===== config.mk =====
export PLATFORM = sky130hd
export DESIGN_NAME = frame_buffer_controller
export DESIGN_NICKNAME = d
export VERILOG_FILES = /design/src/rtl/frame_buffer_controller.sv
export SDC_FILE = /design/constraint.sdc
export NUM_CORES = 1
export LEC_CHECK = 0
export CORE_UTILIZATION = 43
export CTS_CLUSTER_SIZE = 8
export DETAILED_ROUTE_END_ITERATION = 16
export PLACE_DENSITY_LB_ADDON = 0.1
export SLEW_MARGIN = 20
export SYNTH_ARGS = -nofsm -noshare
export SYNTH_HDL_FRONTEND = slang
export SYNTH_SLANG_ARGS = --single-unit

===== constraint.sdc =====
create_clock -name I_CLK -period 2.07 [get_ports I_CLK]
set_input_delay 0.621 -clock I_CLK [delete_from_list [all_inputs] [get_ports I_CLK]]
set_output_delay 0.621 -clock I_CLK [all_outputs]
set_load 0.005 [all_outputs]

===== src/rtl/frame_buffer_controller.sv =====
// Sequencer and arbiter for the single-port frame_buffer row store.
// Define FB_CTRL_WRITE_PRIORITY_EN for fixed write priority (default: round-robin).
module frame_buffer_controller #(
  parameter int P_COLUMNS     = 640,
  parameter int P_ROWS        = 3,
  parameter int P_PIXEL_DEPTH = 24,
  localparam int CW = (P_COLUMNS > 1) ? $clog2(P_COLUMNS) : 1,
  localparam int RW = (P_ROWS > 1) ? $clog2(P_ROWS) : 1
) (
  input  logic                     I_CLK,
  input  logic                     I_RESET,
  input  logic                     I_ENABLE,
  input  logic                     I_FRAME_START,
  input  logic                     I_WR_VALID,
  input  logic [P_PIXEL_DEPTH-1:0] I_WR_PIXEL,
  output logic                     O_WR_READY,
  input  logic                     I_RD_REQ,
  input  logic [CW-1:0]            I_RD_COL,
  input  logic [RW-1:0]            I_RD_ROW,
  output logic                     O_RD_GNT,
  output logic                     O_RD_VALID,
  output logic [P_PIXEL_DEPTH-1:0] O_RD_PIXEL,
  output logic                     O_ROW_DONE,
  output logic [RW-1:0]            O_WR_ROW,
  output logic [RW:0]              O_ROWS_VALID,
  output logic                     O_FB_ENABLE,
  output logic                     O_FB_WRITE_ENABLE,
  output logic                     O_FB_READ_ENABLE,
  output logic [CW-1:0]            O_FB_COL,
  output logic [RW-1:0]            O_FB_ROW,
  output logic [P_PIXEL_DEPTH-1:0] O_FB_PIXEL,
  input  logic [P_PIXEL_DEPTH-1:0] I_FB_PIXEL
);

  localparam logic [CW-1:0] COL_LAST  = CW'(P_COLUMNS - 1);
  localparam logic [RW-1:0] ROW_LAST  = RW'(P_ROWS - 1);
  localparam logic [RW:0]   ROWS_FULL = (RW+1)'(P_ROWS);

  logic          wr_gnt;
  logic          rd_gnt;
  logic [CW-1:0] wr_col;
  logic [CW-1:0] col_cur;
  logic [RW-1:0] row_cur;
  logic [RW:0]   rv_cur;
  logic          row_end;
  logic          rd_p1;
  logic          rd_p2;

  assign O_FB_ENABLE = I_ENABLE;
  assign O_WR_READY  = wr_gnt;
  assign O_RD_GNT    = rd_gnt;

`ifdef FB_CTRL_WRITE_PRIORITY_EN
  // Write always wins; reads only fill cycles with no write offered
  always_comb begin
    wr_gnt = I_ENABLE & I_WR_VALID;
    rd_gnt = I_ENABLE & I_RD_REQ & ~I_WR_VALID;
  end
`else
  logic last_grant;

  // Round-robin: under contention the side not granted last wins
  always_comb begin
    wr_gnt = 1'b0;
    rd_gnt = 1'b0;
    if (I_ENABLE) begin
      if (I_WR_VALID && I_RD_REQ) begin
        wr_gnt = ~last_grant;
        rd_gnt = last_grant;
      end else begin
        wr_gnt = I_WR_VALID;
        rd_gnt = I_RD_REQ;
      end
    end
  end

  // Remember the previous winner (1 = write, 0 = read)
  always_ff @(posedge I_CLK or negedge I_RESET) begin
    if (!I_RESET) begin
      last_grant <= 1'b0;
    end else if (wr_gnt) begin
      last_grant <= 1'b1;
    end else if (rd_gnt) begin
      last_grant <= 1'b0;
    end
  end
`endif

  // Frame start zeroes the pointer before a same-cycle write uses it
  always_comb begin
    col_cur = I_FRAME_START ? '0 : wr_col;
    row_cur = I_FRAME_START ? '0 : O_WR_ROW;
    rv_cur  = I_FRAME_START ? '0 : O_ROWS_VALID;
    row_end = wr_gnt && (col_cur == COL_LAST);
  end

  // Circular write pointer and completed-row count
  always_ff @(posedge I_CLK or negedge I_RESET) begin
    if (!I_RESET) begin
      wr_col       <= '0;
      O_WR_ROW     <= '0;
      O_ROWS_VALID <= '0;
      O_ROW_DONE   <= 1'b0;
    end else if (!I_ENABLE) begin
      O_ROW_DONE <= 1'b0;
    end else begin
      O_ROW_DONE   <= row_end;
      wr_col       <= col_cur;
      O_WR_ROW     <= row_cur;
      O_ROWS_VALID <= rv_cur;
      if (row_end) begin
        wr_col   <= '0;
        O_WR_ROW <= (row_cur == ROW_LAST) ? '0 : row_cur + 1'b1;
        if (rv_cur != ROWS_FULL) begin
          O_ROWS_VALID <= rv_cur + 1'b1;
        end
      end else if (wr_gnt) begin
        wr_col <= col_cur + 1'b1;
      end
    end
  end

  // Registered frame buffer command; address and data hold when idle
  always_ff @(posedge I_CLK or negedge I_RESET) begin
    if (!I_RESET) begin
      O_FB_WRITE_ENABLE <= 1'b0;
      O_FB_READ_ENABLE  <= 1'b0;
      O_FB_COL          <= '0;
      O_FB_ROW          <= '0;
      O_FB_PIXEL        <= '0;
    end else if (I_ENABLE) begin
      O_FB_WRITE_ENABLE <= wr_gnt;
      O_FB_READ_ENABLE  <= rd_gnt;
      if (wr_gnt) begin
        O_FB_COL   <= col_cur;
        O_FB_ROW   <= row_cur;
        O_FB_PIXEL <= I_WR_PIXEL;
      end else if (rd_gnt) begin
        O_FB_COL <= I_RD_COL;
        O_FB_ROW <= I_RD_ROW;
      end
    end
  end

  // Two-stage read return; frozen while disabled
  always_ff @(posedge I_CLK or negedge I_RESET) begin
    if (!I_RESET) begin
      rd_p1      <= 1'b0;
      rd_p2      <= 1'b0;
      O_RD_VALID <= 1'b0;
      O_RD_PIXEL <= '0;
    end else if (!I_ENABLE) begin
      O_RD_VALID <= 1'b0;
    end else begin
      rd_p1      <= rd_gnt;
      rd_p2      <= rd_p1;
      O_RD_VALID <= rd_p2;
      if (rd_p2) begin
        O_RD_PIXEL <= I_FB_PIXEL;
      end
    end
  end

endmodule

; ---- Word level (Yosys, flattened, before mapping)
; Cells that the tools add are included.
[totals]
inputBits = 66
out_inout_bits = 72
elab_cells = 47
ff_bits = 81
[op_classes]
bitwise_logic = 1
reduce_logical = 6
muxes = 21
eq_ne = 3
n_addsub = 3
[op_table]
columns = cell, n
row1 = 2-to-1 mux 10 bit, 5
row2 = "adder 10 x 1 -> 10 bit, second input constant", 1
row3 = "== test 10 bit, second input constant", 1
row4 = 2-to-1 mux 2 bit, 5
row5 = 2-to-1 mux 3 bit, 3
row6 = 2-to-1 mux 1 bit, 8
row7 = AND reduction 2 bit, 3
row8 = "adder 3 x 1 -> 3 bit, second input constant", 1
row9 = "inequality test 3 x 2 -> 1 bit, second input constant", 1
row10 = "adder 2 x 1 -> 2 bit, second input constant", 1
row11 = "== test 2 bit, second input constant", 1
row12 = logical AND 1 bit, 2
row13 = nonzero test 2 bit, 1
row14 = NOT 1 bit, 1

; ---- Logic depth before layout (Yosys ltp)
; Gate-level depths: netlist of run 1.
[depth]
depth_word = 5
mapped_depth = 10

; ---- Worst setup path before layout of run 1
; No wires, ideal clock.
[synth_path]
path_type = input to register
startpoint = input I_FRAME_START
endpoint = register O_ROWS_VALID[0]
slack_ps = -431
path_stages = 9
required_ps = 1959
arrival_ps = 2390
setup_time_ps = 111
path_cell_list = buf_6 > clkbuf_1 > clkbuf_1 > nor2b_1 > ha_1 > and4b_1 > and4_4 > buf_4 > a222oi_1
[synth_via]
elab_chain_len = 4
word_cells_on_any_way = 8
[synth_rtl]
columns = element, line
row1 = from (decl), 13  ; input logic I_FRAME_START,
row2 = 2-to-1 mux 3 bit or 2-to-1 mux 10 bit (tied branches), "93, 91"
row3 = adder 3 x 1 -> 3 bit (tied with other cells), 115  ; O_ROWS_VALID <= rv_cur + 1'b1;
row4 = 2-to-1 mux 3 bit or logical AND 1 bit (tied branches), "114, 94"
row5 = 2-to-1 mux 3 bit *, 111  ; if (row_end) begin
row6 = to (signal assigned), 110  ; O_ROWS_VALID <= rv_cur;
row7 = to (signal assigned), 115
row8 = to (decl), 25  ; output logic [RW:0] O_ROWS_VALID,
; Mark *: on every way between the ends. The rest lies on a longest branch, timed or not.
; A chain may end at the register's enable or synchronous reset.

; ---- Worst setup path after layout of run 1
[layout_path]
startpoint = input I_RD_REQ
endpoint = output O_WR_READY
[layout_via]
elab_chain_len = 3
[layout_rtl]
columns = element, line
row1 = from (decl), 17  ; input logic I_RD_REQ,
row2 = logical AND 1 bit, 67  ; if (I_WR_VALID && I_RD_REQ) begin
row3 = 2-to-1 mux 1 bit, 67
row4 = 2-to-1 mux 1 bit, 66  ; if (I_ENABLE) begin
row5 = to (decl), 16  ; output logic O_WR_READY,
; No other way between the ends.

==> results of run 1 <==
==> routing by layer <==
| metal | track usage [%] | up-vias | wire, µm |
|---|---|---|---|
| li1 | - | 1306 | - |
| met1 | 26.7 | 1379 | 3610 |
| met2 | 34.3 | 102 | 4170 |
| met3 | 6.38 | 14 | 659 |
| met4 | 9.90 | 0 | 206 |
| met5 | 0 | - | 0 |
==> placed cells by master (no fill, tap or decap), types with 2 or more instances in the layout <==
cell and instances:
buf_12 3, nor2_1 8, o21a_1 2, clkdlybuf4s15_2 2, a222oi_1 5, xnor2_1 2
nor2b_1 3, nand2_1 17, a21oi_1 6, mux2i_1 4, a31oi_1 2, o21ai_1 3
nor3_1 2, mux2_2 50, clkdlybuf4s50_1 130, and4_1 2, o2bb2ai_1 4, a21o_1 3
a2bb2oi_1 2, and2_1 2, dfrtp_1 81, nand3_1 2, a22oi_1 5, inv_1 14
nor3b_1 2, buf_4 30, clkinvlp_4 2, and3_1 2, clkbuf_8 9, nand4_1 4
o21ai_0 6
==> kinds of logic after synthesis <==
| family | after synthesis |
|---|---|
| adders and majority gates | 2 |
| muxes | 54 |
| DFF | 81 |
| xor gates and xnor gates | 3 |
| buffers and inverters | 29 |
| AOI/OAI and AO/OA | 47 |
| and+or+nand+nor | 55 |
==> sequential cells by signal, summed over array words and instances (netlist names) <==
| name | count |
|---|---|
| O_FB_COL | 10 |
| O_FB_PIXEL | 24 |
| O_FB_ROW | 2 |
| O_FB_WRITE_ENABLE | 1 |
| O_RD_PIXEL | 24 |
| O_RD_VALID | 1 |
| O_ROWS_VALID | 3 |
| O_ROW_DONE | 1 |
| O_WR_ROW | 2 |
| last_grant | 1 |
| rd_p1 | 1 |
| rd_p2 | 1 |
| wr_col | 10 |
==> report_power, final <==
group | switching [W] | internal [W]
Clock | 0.000599 | 0.000562
Combinational | 0.000407 | 0.000914
Sequential | 0.000176 | 0.00190
Total | 0.00118 | 0.00338
==> path summary, 6_finish.rpt <==
path,from,to,slack [ps],cells past startpoint
worst min-delay path,I_RESET,O_FB_COL[4]$_DFFE_PN0P_,260,2
max in group asynchronous,I_RESET,O_FB_PIXEL[6]$_DFFE_PN0P_,1450,2
worst max-delay path,I_RD_REQ,O_WR_READY,80,5
worst min register to register,O_FB_WRITE_ENABLE$_DFFE_PN0P_,O_FB_WRITE_ENABLE$_DFFE_PN0P_,490,1
worst max register to register,wr_col[0]$_DFFE_PN0P_,wr_col[5]$_DFFE_PN0P_,200,8
min in group I_CLK,O_FB_WRITE_ENABLE$_DFFE_PN0P_,O_FB_WRITE_ENABLE$_DFFE_PN0P_,490,1
==> repair_timing <==
action,CTS,global route
resized for setup,14,3
endpoints found under the setup margin,12,3
gates cloned,0,0
hold buffers,0,0
buffers inserted,0,2
pin swaps,0,4
==> per-stage QoR <==
step	cells	hold slack [ps]	setup TNS [ps]
3_3_place_gp	526	465	-21450
4_1_cts	542	300	0
3_5_place_dp	526	472	-22620
2_1_floorplan	271	325	-1450
5_1_grt	544	309	0
6_report	544	264	0
==> cell type report <==
cell class	count	share of cell area, %
flip-flops and latches	81	37.7
repair buffers	169	30.5
multi-input cells	161	24.7
clock buffers	10	2.37
well taps	102	2.37
clock inverters	6	1.26
inverters	15	1.09
==> impl_metrics.env, run 1 <==
export IMPL_synth_common_cells="dfrtp_1 (81), mux2_2 (50), nand2_1 (17), inv_1 (14)"
export IMPL_syn_instance_count=271
export IMPL_cp_required_ps=1450
export IMPL_h_tree_depth=3
export IMPL_cts_clk_slew_worst_paths_ps=80
export IMPL_cp_top_family="buffers and inverters"
export IMPL_hp_class="input pin to asynchronous set/reset pin"
export IMPL_dp_slack_ps=-570
export IMPL_dr_first_iter_drc_count=123
export IMPL_synthDistinctLibCells=52
export IMPL_max_slew_margin_pct=70.7
export IMPL_synth_xor_area_share_pct=0.752
export IMPL_synth_most_common_cell="dfrtp_1"
export IMPL_grt_max_degree=82
export IMPL_syn2layout_area_growth_pct=54.0
export IMPL_syn_avg_cell_area_um2=12.9
export IMPL_ir_drop_mv=0.628
export IMPL_multi_input_area_um2=1330
export IMPL_fmax_mhz=501
export IMPL_synthFlopType="dfrtp_1"
export IMPL_drc_errors=0
export IMPL_synthSimpleGateAreaFrac_pct=9.14
export IMPL_worst_slew_pin_slew_ps=439
export IMPL_fin_ws_ps=75.4
export IMPL_antenna_found_initial=0
export IMPL_crit_top_cell="clkdlybuf4s15_2"
export IMPL_power_density_nw_per_um2=848
export IMPL_io_pins=138
export IMPL_regArea_um2=2030
export IMPL_setup_violations_final=0
export IMPL_clock_path_buffers=2
export IMPL_skew_ps=5.19
export IMPL_cts_root_buf="clkbuf_8"
export IMPL_syn_area_um2=3490
export IMPL_clk_insertion_delay_late_ps=350
export IMPL_cp_end_kind="output pin"
export IMPL_cts_tree="built"
export IMPL_grt_pass1_vias=2806
export IMPL_grt_pass1_wl_um=13900
export IMPL_arrival_ps=1370
export IMPL_slowest_stage="clkdlybuf4s15_2"
export IMPL_gp_congestion=0.817
export IMPL_yosys_area_top_type="dfrtp_1"
export IMPL_antenna_cells=0
export IMPL_die_area_um2=8490
export IMPL_start_util_pct=44.7
export IMPL_path_max_fanout=5
export IMPL_fin_nets=505
export IMPL_power_total_w=0.00456
export IMPL_clock_sinks=81
export IMPL_status="finished clean"
export IMPL_synthTopCellsByArea="dfrtp_1 (58%), mux2_2 (16%), nand2_1 (1.8%)"
export IMPL_worst_path_buf_inv=3
export IMPL_synthArstFlopShare_pct=100
export IMPL_avgRoutedWirePerCell_um=15.9
export IMPL_die_h_um=92.1
export IMPL_drt_pass1_iterations=5
export IMPL_fin_area_um2=5380
export IMPL_max_cap_violations=0
export IMPL_synth_nets=339
export IMPL_numPortBuffers=137
export IMPL_synth_fa_ha_area_share_pct=0.717
export IMPL_synth_edf_count=0
export IMPL_synth_compound_area_share_pct=10.1
export IMPL_rows=32
export IMPL_fillers=615
export IMPL_rsz0062_at_grt="no"
export IMPL_finalCriticalPeriod_ps=1990
export IMPL_min_period_over_period_pct=96.4
export IMPL_hpwlAfterDp_um=6170
export IMPL_wirelength_um=8650
export IMPL_hold_viol=0
export IMPL_dpl_cell_area_um2=5170
export IMPL_antenna_left=0
export IMPL_fin_util_pct=68.9
export IMPL_cts_buffers=9
export IMPL_path_cells="clkdlybuf4s15_2 > a21boi_4 > nand2_2 > inv_4 > clkdlybuf4s15_2"
export IMPL_via_count=2801
export IMPL_synth_top_family_by_area="multiplexers"
export IMPL_max_stage_delay_ps=230
export IMPL_core_area_um2=7810
export IMPL_drive_gt1_share_pct=25.3
export IMPL_cellLeakagePower_nw=2.35
export IMPL_grt_use_total_pct=21.4
export IMPL_via_per_inst=5.15
export IMPL_muxShareOfSynthArea_pct=17.3
export IMPL_crit_path_start_kind="input pin"
export IMPL_yosysSeqAreaShare_pct=58.0
export IMPL_synth_top_cell_area_share_pct=58.0
export IMPL_critPathKind="input pin to output pin"
export IMPL_drv_slew=0
export IMPL_synth_warning_count=0
export IMPL_overflow=0
export IMPL_die_x_um=92.1
export IMPL_ys_ff_latch=81
Note: power is estimated with default switching activity, not from simulation.
==> run 2, diff against run 1 <==
--- a/config.mk
+++ b/config.mk
@@ -5,10 +5,12 @@
 export SDC_FILE = /design/constraint.sdc
 export NUM_CORES = 1
 export LEC_CHECK = 0
-export CORE_UTILIZATION = 43
+export ABC_AREA = 1
+export CORE_UTILIZATION = 44
+export CTS_BUF_LIST = sky130_fd_sc_hd__clkbuf_16
 export CTS_CLUSTER_SIZE = 8
 export DETAILED_ROUTE_END_ITERATION = 16
-export PLACE_DENSITY_LB_ADDON = 0.1
+export PLACE_DENSITY = 0.82
 export SLEW_MARGIN = 20
 export SYNTH_ARGS = -nofsm -noshare
 export SYNTH_HDL_FRONTEND = slang
==> impl_metrics.env, run 2 <==
export IMPL_core_area_um2=7850
export IMPL_gp_congestion=0.826
export IMPL_clk_insertion_delay_late_ps=330
export IMPL_die_h_um=93.0
export IMPL_synth_most_common_cell="nand2_1"
export IMPL_worstSetupStartpoint="I_WR_VALID"
export IMPL_cp_end_kind="output pin"
export IMPL_hpwlAfterDp_um=7140
export IMPL_worst_slew_pin_slew_ps=446
export IMPL_skew_ps=5.33
export IMPL_synth_common_cells="nand2_1 (219), dfrtp_1 (81), nand3_1 (26), inv_1 (17), nor2_1 (12)"
export IMPL_ir_drop_mv=0.463
export IMPL_die_x_um=93.0
export IMPL_fmax_mhz=503
export IMPL_clock_path_buffers=2
export IMPL_max_slew_margin_pct=70.2
export IMPL_rrSetupSlack_ps=480
export IMPL_synthFlopType="dfrtp_1"
export IMPL_whs_ps=233
export IMPL_dr_first_iter_drc_count=196
export IMPL_via_per_inst=4.90
export IMPL_setup_worst_path_end="O_RD_GNT"
export IMPL_grt_pass1_vias=3484
export IMPL_antenna_cells=0
export IMPL_setup_violations_final=0
export IMPL_h_tree_depth=3
export IMPL_die_area_um2=8650
export IMPL_hp_class="input pin to asynchronous set/reset pin"
export IMPL_worstReg2RegEnd="wr_col[9]$_DFFE_PN0P_"
export IMPL_cts_buffers=9
export IMPL_grt_pass1_wl_um=16700
export IMPL_yosys_area_top_type="dfrtp_1"
export IMPL_fin_nets=668
export IMPL_drc_errors=0
export IMPL_via_count=3451
export IMPL_rows=32
export IMPL_ys_ff_latch=81
export IMPL_top_regs="O_FB_PIXEL x24, O_RD_PIXEL x24"
export IMPL_numPortBuffers=137
export IMPL_final_cell_mix="nand2_1 (218), clkdlybuf4s50_1 (130), dfrtp_1 (81)"
export IMPL_fin_tns_setup_ps=0
export IMPL_syn_area_um2=3640
export IMPL_grt_max_degree=39
export IMPL_cts_root_buf="clkbuf_16"
export IMPL_path_max_fanout=2
export IMPL_start_util_pct=46.4
export IMPL_synth_top_cell_area_share_pct=55.7
export IMPL_overflow=0
export IMPL_rsz0062_at_grt="no"
export IMPL_postCtsHoldBufs=0
export IMPL_syn2layout_area_growth_pct=55.1
export IMPL_drv_slew=0
export IMPL_cellLeakagePower_nw=2.79
export IMPL_hold_viol=0
export IMPL_syn_avg_cell_area_um2=8.39
export IMPL_antenna_left=0
export IMPL_r2r_cells=10
export IMPL_r2r_start="wr_col[1]$_DFFE_PN0P_"
export IMPL_synthArstFlopShare_pct=100
export IMPL_cts_clk_slew_worst_paths_ps=60
export IMPL_grt_use_total_pct=25.1
export IMPL_power_density_nw_per_um2=844
export IMPL_synth_nets=502
export IMPL_synth_edf_count=0
export IMPL_min_period_over_period_pct=96.0
export IMPL_finalCriticalPeriod_ps=1990
export IMPL_io_pins=138
export IMPL_yosysSeqAreaShare_pct=55.7
export IMPL_cts_tree="built"
export IMPL_arrival_ps=1370
export IMPL_synth_warning_count=0
export IMPL_antenna_found_initial=0
export IMPL_critPathKind="input pin to output pin"
export IMPL_avgRoutedWirePerCell_um=14.2
export IMPL_wirelength_um=10000
export IMPL_final_common_cell="nand2_1"
export IMPL_clock_sinks=81
export IMPL_syn_instance_count=434
export IMPL_synthTopCellsByArea="dfrtp_1 (56%), nand2_1 (23%), nand3_1 (3.6%)"
export IMPL_power_total_w=0.00477
export IMPL_status="finished clean"
export IMPL_drt_pass1_iterations=4
export IMPL_cp_required_ps=1450
export IMPL_drive_gt1_share_pct=13.9
export IMPL_max_cap_violations=0
export IMPL_crit_path_start_kind="input pin"
export IMPL_synthDistinctLibCells=33
-- run 2: cell count changes in the layout (fill, tap and decap cells not counted), moves of 5 or more --
cell and change:
a222oi_1 -5, a22oi_1 -5, buf_4 +5, clkbuf_16 +9, clkbuf_8 -9, inv_2 +7, mux2_2 -50, nand2_1 +201
nand2_2 +6, nand3_1 +24, o211ai_1 +6
-- run 2: worst min-delay path by stage --
stage	slack, ps	end	cells past startpoint
after floorplan	330	O_FB_COL[0]$_DFFE_PN0P_	0
after global placement	460	rd_p2$_DFFE_PN0P_	2
after detailed placement	470	O_RD_PIXEL[21]$_DFFE_PN0P_	2
after CTS	240	O_FB_PIXEL[16]$_DFFE_PN0P_	1
after global routing	260	O_FB_PIXEL[16]$_DFFE_PN0P_	1
final	230	O_FB_PIXEL[16]$_DFFE_PN0P_	1
-- run 2: routing by layer --
metal	track usage [%]	vias up	part of all wire, %
li1	-	1687	-
met1	30.1	1624	41
met2	43.0	125	51
met3	6.34	15	6.7
met4	10.1	0	1.7
met5	0	-	0
-- run 2: power by group --
| part | internal [W] | leakage (nW) | switching [W] |
|---|---|---|---|
| clock | 0.000921 | 0.142 | 0.000605 |
| sequential | 0.00187 | 1.03 | 0.000170 |
| combinational | 0.000737 | 1.61 | 0.000470 |
| total | 0.00353 | 2.79 | 0.00124 |
-- run 2: what timing repair did --
| action | 4_1_cts | 5_1_grt |
|---|---|---|
| endpoints found under the setup margin | 4 | 11 |
| hold endpoints to repair | 0 | 0 |
| buffers inserted | 0 | 2 |
| pin swaps | 1 | 3 |
| resized for setup | 9 | 6 |
-- run 2: worst max-delay path, stage by stage --
cell and delay, ps:
dlygate4sd2_1 270, nand2_1 70, nand3_1 90, inv_1 80, dlygate4sd2_1 230
-- run 2: per-stage QoR --
stage               cell area (µm²)  cells  setup slack, ps  utilization (%)
global route                   5650    705             16.2             72.0
floorplan                      3640    434              170                -
finish                         5650    705             83.4             72.0
CTS                            5610    703             10.4             71.5
global placement               5330    689             -540             68.0
detailed placement             5330    689             -541             68.0
-- run 2: kinds of logic after synthesis --
family / Yosys count / synth area share [%]
XOR/XNOR: 4 / 0.962
AND/OR/NAND/NOR: 284 / 33.9
adder cells (fa/ha/maj): 2 / 0.687
AO/OA/AOI/OAI: 20 / 3.37
buffers and inverters: 43 / 5.46
flip-flops: 81 / 55.7
-- run 2: cell type report --
| class | count | area [µm²] |
|---|---|---|
| Clock inverter | 5 | 57.6 |
| Fill cell | 633 | 2200 |
| Timing Repair Buffer | 174 | 1680 |
| Clock buffer | 9 | 225 |
| Tap cell | 102 | 128 |
| Inverter | 24 | 92.6 |
| Multi-Input combinational cell | 310 | 1440 |
| Sequential cell | 81 | 2030 |
==> run 3, diff against run 2 <==
--- a/config.mk
+++ b/config.mk
@@ -10,6 +10,7 @@
 export CTS_BUF_LIST = sky130_fd_sc_hd__clkbuf_16
 export CTS_CLUSTER_SIZE = 8
 export DETAILED_ROUTE_END_ITERATION = 16
+export GPL_TIMING_DRIVEN = 0
 export PLACE_DENSITY = 0.82
 export SLEW_MARGIN = 20
 export SYNTH_ARGS = -nofsm -noshare
==> impl_metrics.env, run 3 (synthesized netlist as in run 2, its figures left out) <==
export IMPL_worstSetupStartpoint="last_grant$_DFFE_PN0P_"
export IMPL_fin_ws_ps=98.2
export IMPL_grt_pass1_wl_um=17000
export IMPL_final_cell_mix="nand2_1 (217), clkdlybuf4s50_1 (130), dfrtp_1 (81)"
export IMPL_switching_power_w=0.00128
export IMPL_cellLeakagePower_nw=2.73
export IMPL_comb_power_share_pct=24.6
export IMPL_power_density_nw_per_um2=884
export IMPL_ir_drop_mv=0.628
export IMPL_r2r_cells=9
export IMPL_cp_top_family="buffers and inverters"
export IMPL_h_tree_depth=3
export IMPL_start_util_pct=46.4
export IMPL_clk_insertion_delay_late_ps=330
export IMPL_cp_required_ps=1450
export IMPL_die_area_um2=8650
export IMPL_fin_nets=659
export IMPL_hp_class="input pin to asynchronous set/reset pin"
export IMPL_core_area_um2=7850
export IMPL_status="finished clean"
export IMPL_antenna_cells=0
export IMPL_max_cap_violations=0
export IMPL_min_period_over_period_pct=95.3
export IMPL_skew_ps=4.68
export IMPL_cts_tree="built"
export IMPL_path_max_fanout=2
export IMPL_worstReg2RegEnd="wr_col[6]$_DFFE_PN0P_"
export IMPL_via_per_inst=5.00
export IMPL_die_h_um=93.0
export IMPL_worst_slew_pin_slew_ps=515
export IMPL_power_internal_w=0.00365
export IMPL_clock_path_buffers=2
export IMPL_gp_congestion=0.885
export IMPL_io_pins=138
export IMPL_max_slew_margin_pct=65.7
export IMPL_grt_max_degree=51
export IMPL_wirelength_um=10200
export IMPL_via_count=3487
export IMPL_drc_errors=0
export IMPL_slowest_stage="dfrtp_1"
export IMPL_worst_path_buf_inv=4
export IMPL_fmax_mhz=507
export IMPL_max_stage_delay_ps=400
export IMPL_dp_slack_ps=-898
export IMPL_setup_violations_final=0
export IMPL_cts_clk_slew_worst_paths_ps=60
export IMPL_p_sw_share_pct=25.9
export IMPL_grt_use_total_pct=25.5
export IMPL_r2r_start="wr_col[0]$_DFFE_PN0P_"
export IMPL_path_cells="inv_1 > nand2_1 > nand3_2 > inv_2 > buf_6 > dlygate4sd2_1"
export IMPL_grt_pass1_vias=3594
export IMPL_syn2layout_area_growth_pct=53.1
export IMPL_rsz0062_at_grt="no"
export IMPL_antenna_found_initial=0
export IMPL_drv_slew=0
export IMPL_critPathKind="register to output pin"
export IMPL_crit_path_start_kind="register"
export IMPL_rrSetupSlack_ps=490
export IMPL_final_common_cell="nand2_1"
export IMPL_cts_root_buf="clkbuf_16"
export IMPL_dp_cells=673
export IMPL_whs_ps=229
export IMPL_overflow=0
export IMPL_die_x_um=93.0
export IMPL_avgRoutedWirePerCell_um=14.6
export IMPL_setup_worst_path_end="O_RD_GNT"
export IMPL_hold_viol=0
export IMPL_fin_cells=698
export IMPL_drt_pass1_iterations=4
export IMPL_finalCriticalPeriod_ps=1970
export IMPL_drive_gt1_share_pct=12.2
export IMPL_cp_end_kind="output pin"
export IMPL_top_regs="O_FB_PIXEL x24, O_RD_PIXEL x24"
export IMPL_hpwlAfterDp_um=7240
export IMPL_numPortBuffers=136
export IMPL_clock_sinks=81
export IMPL_dr_first_iter_drc_count=185
export IMPL_antenna_left=0
export IMPL_cts_buffers=9
export IMPL_p_seq_share_pct=41.3
export IMPL_pwr_share_clk_pct=34.1
export IMPL_rows=32
export IMPL_cp_depth=6
export IMPL_arrival_ps=1350
-- run 3: per-stage QoR --
step / setup TNS, ps / cell area [µm²] / util [%] / total power [W]
after CTS: 0 / 5570 / 71.0 / 0.00495
after global placement: -211790 / 5130 / 65.4 / 0.00319
final: 0 / 5580 / 71.1 / 0.00493
after global routing: 0 / 5580 / 71.1 / 0.00517
after floorplan: 0 / 3640 / - / 0.00241
after detailed placement: -12340 / 5160 / 65.7 / 0.00325
-- run 3: worst reg2reg max path, stage by stage (launching register included) --
cell	delay [ps]
dfrtp_1	370
nand2_1	80
inv_1	130
ha_4	180
nand4_4	140
nor2_4	170
buf_4	150
a21oi_1	50
o21ai_0	70
o21ai_0	110
-- run 3: repair_timing --
| item | CTS | global route |
|---|---|---|
| pin swaps | 2 | 2 |
| setup buffers | 10 | 0 |
| hold buffers | 0 | 0 |
| gates resized for setup | 18 | 6 |
| endpoints found under the setup margin | 17 | 10 |
-- run 3: how the worst min path moves through the flow --
stage	end	depth (start not counted)	startpoint	slack, ps
after floorplan	O_FB_COL[0]$_DFFE_PN0P_	0	I_RESET	330
after global placement	rd_p2$_DFFE_PN0P_	2	rd_p2$_DFFE_PN0P_	450
after detailed placement	rd_p2$_DFFE_PN0P_	2	rd_p2$_DFFE_PN0P_	460
after CTS	O_FB_PIXEL[16]$_DFFE_PN0P_	1	I_RESET	240
after global routing	O_FB_PIXEL[19]$_DFFE_PN0P_	1	I_RESET	260
final	wr_col[2]$_DFFE_PN0P_	1	I_RESET	230
-- run 3: layer usage --
| metal | vias up | GRT usage [%] | part of all wire [%] |
|---|---|---|---|
| met1 | 1650 | 31.0 | 39 |
| met5 | - | 0 | 0 |
| li1 | 1675 | - | - |
| met2 | 147 | 42.5 | 50 |
| met4 | 0 | 9.62 | 1.8 |
| met3 | 15 | 7.80 | 8.6 |
-- run 3: layout make-up --
type / count / area (µm²)
Buffer: 18 / 118
Clock buffer: 9 / 225
Clock inverter: 7 / 86.3
Fill cell: 632 / 2270
Inverter: 24 / 95.1
Multi-Input combinational cell: 310 / 1450
Sequential cell: 81 / 2030
Tap cell: 102 / 128
Timing Repair Buffer: 147 / 1450
-- run 3: power groups by stage --
stage                     clock [W]  sequential, W  combinational [W]
final                       0.00168        0.00203            0.00121
after global routing        0.00177        0.00207            0.00133
after CTS                   0.00170        0.00203            0.00122
after detailed placement          0        0.00205            0.00119
after global placement            0        0.00204            0.00115
after floorplan                   0        0.00206           0.000344
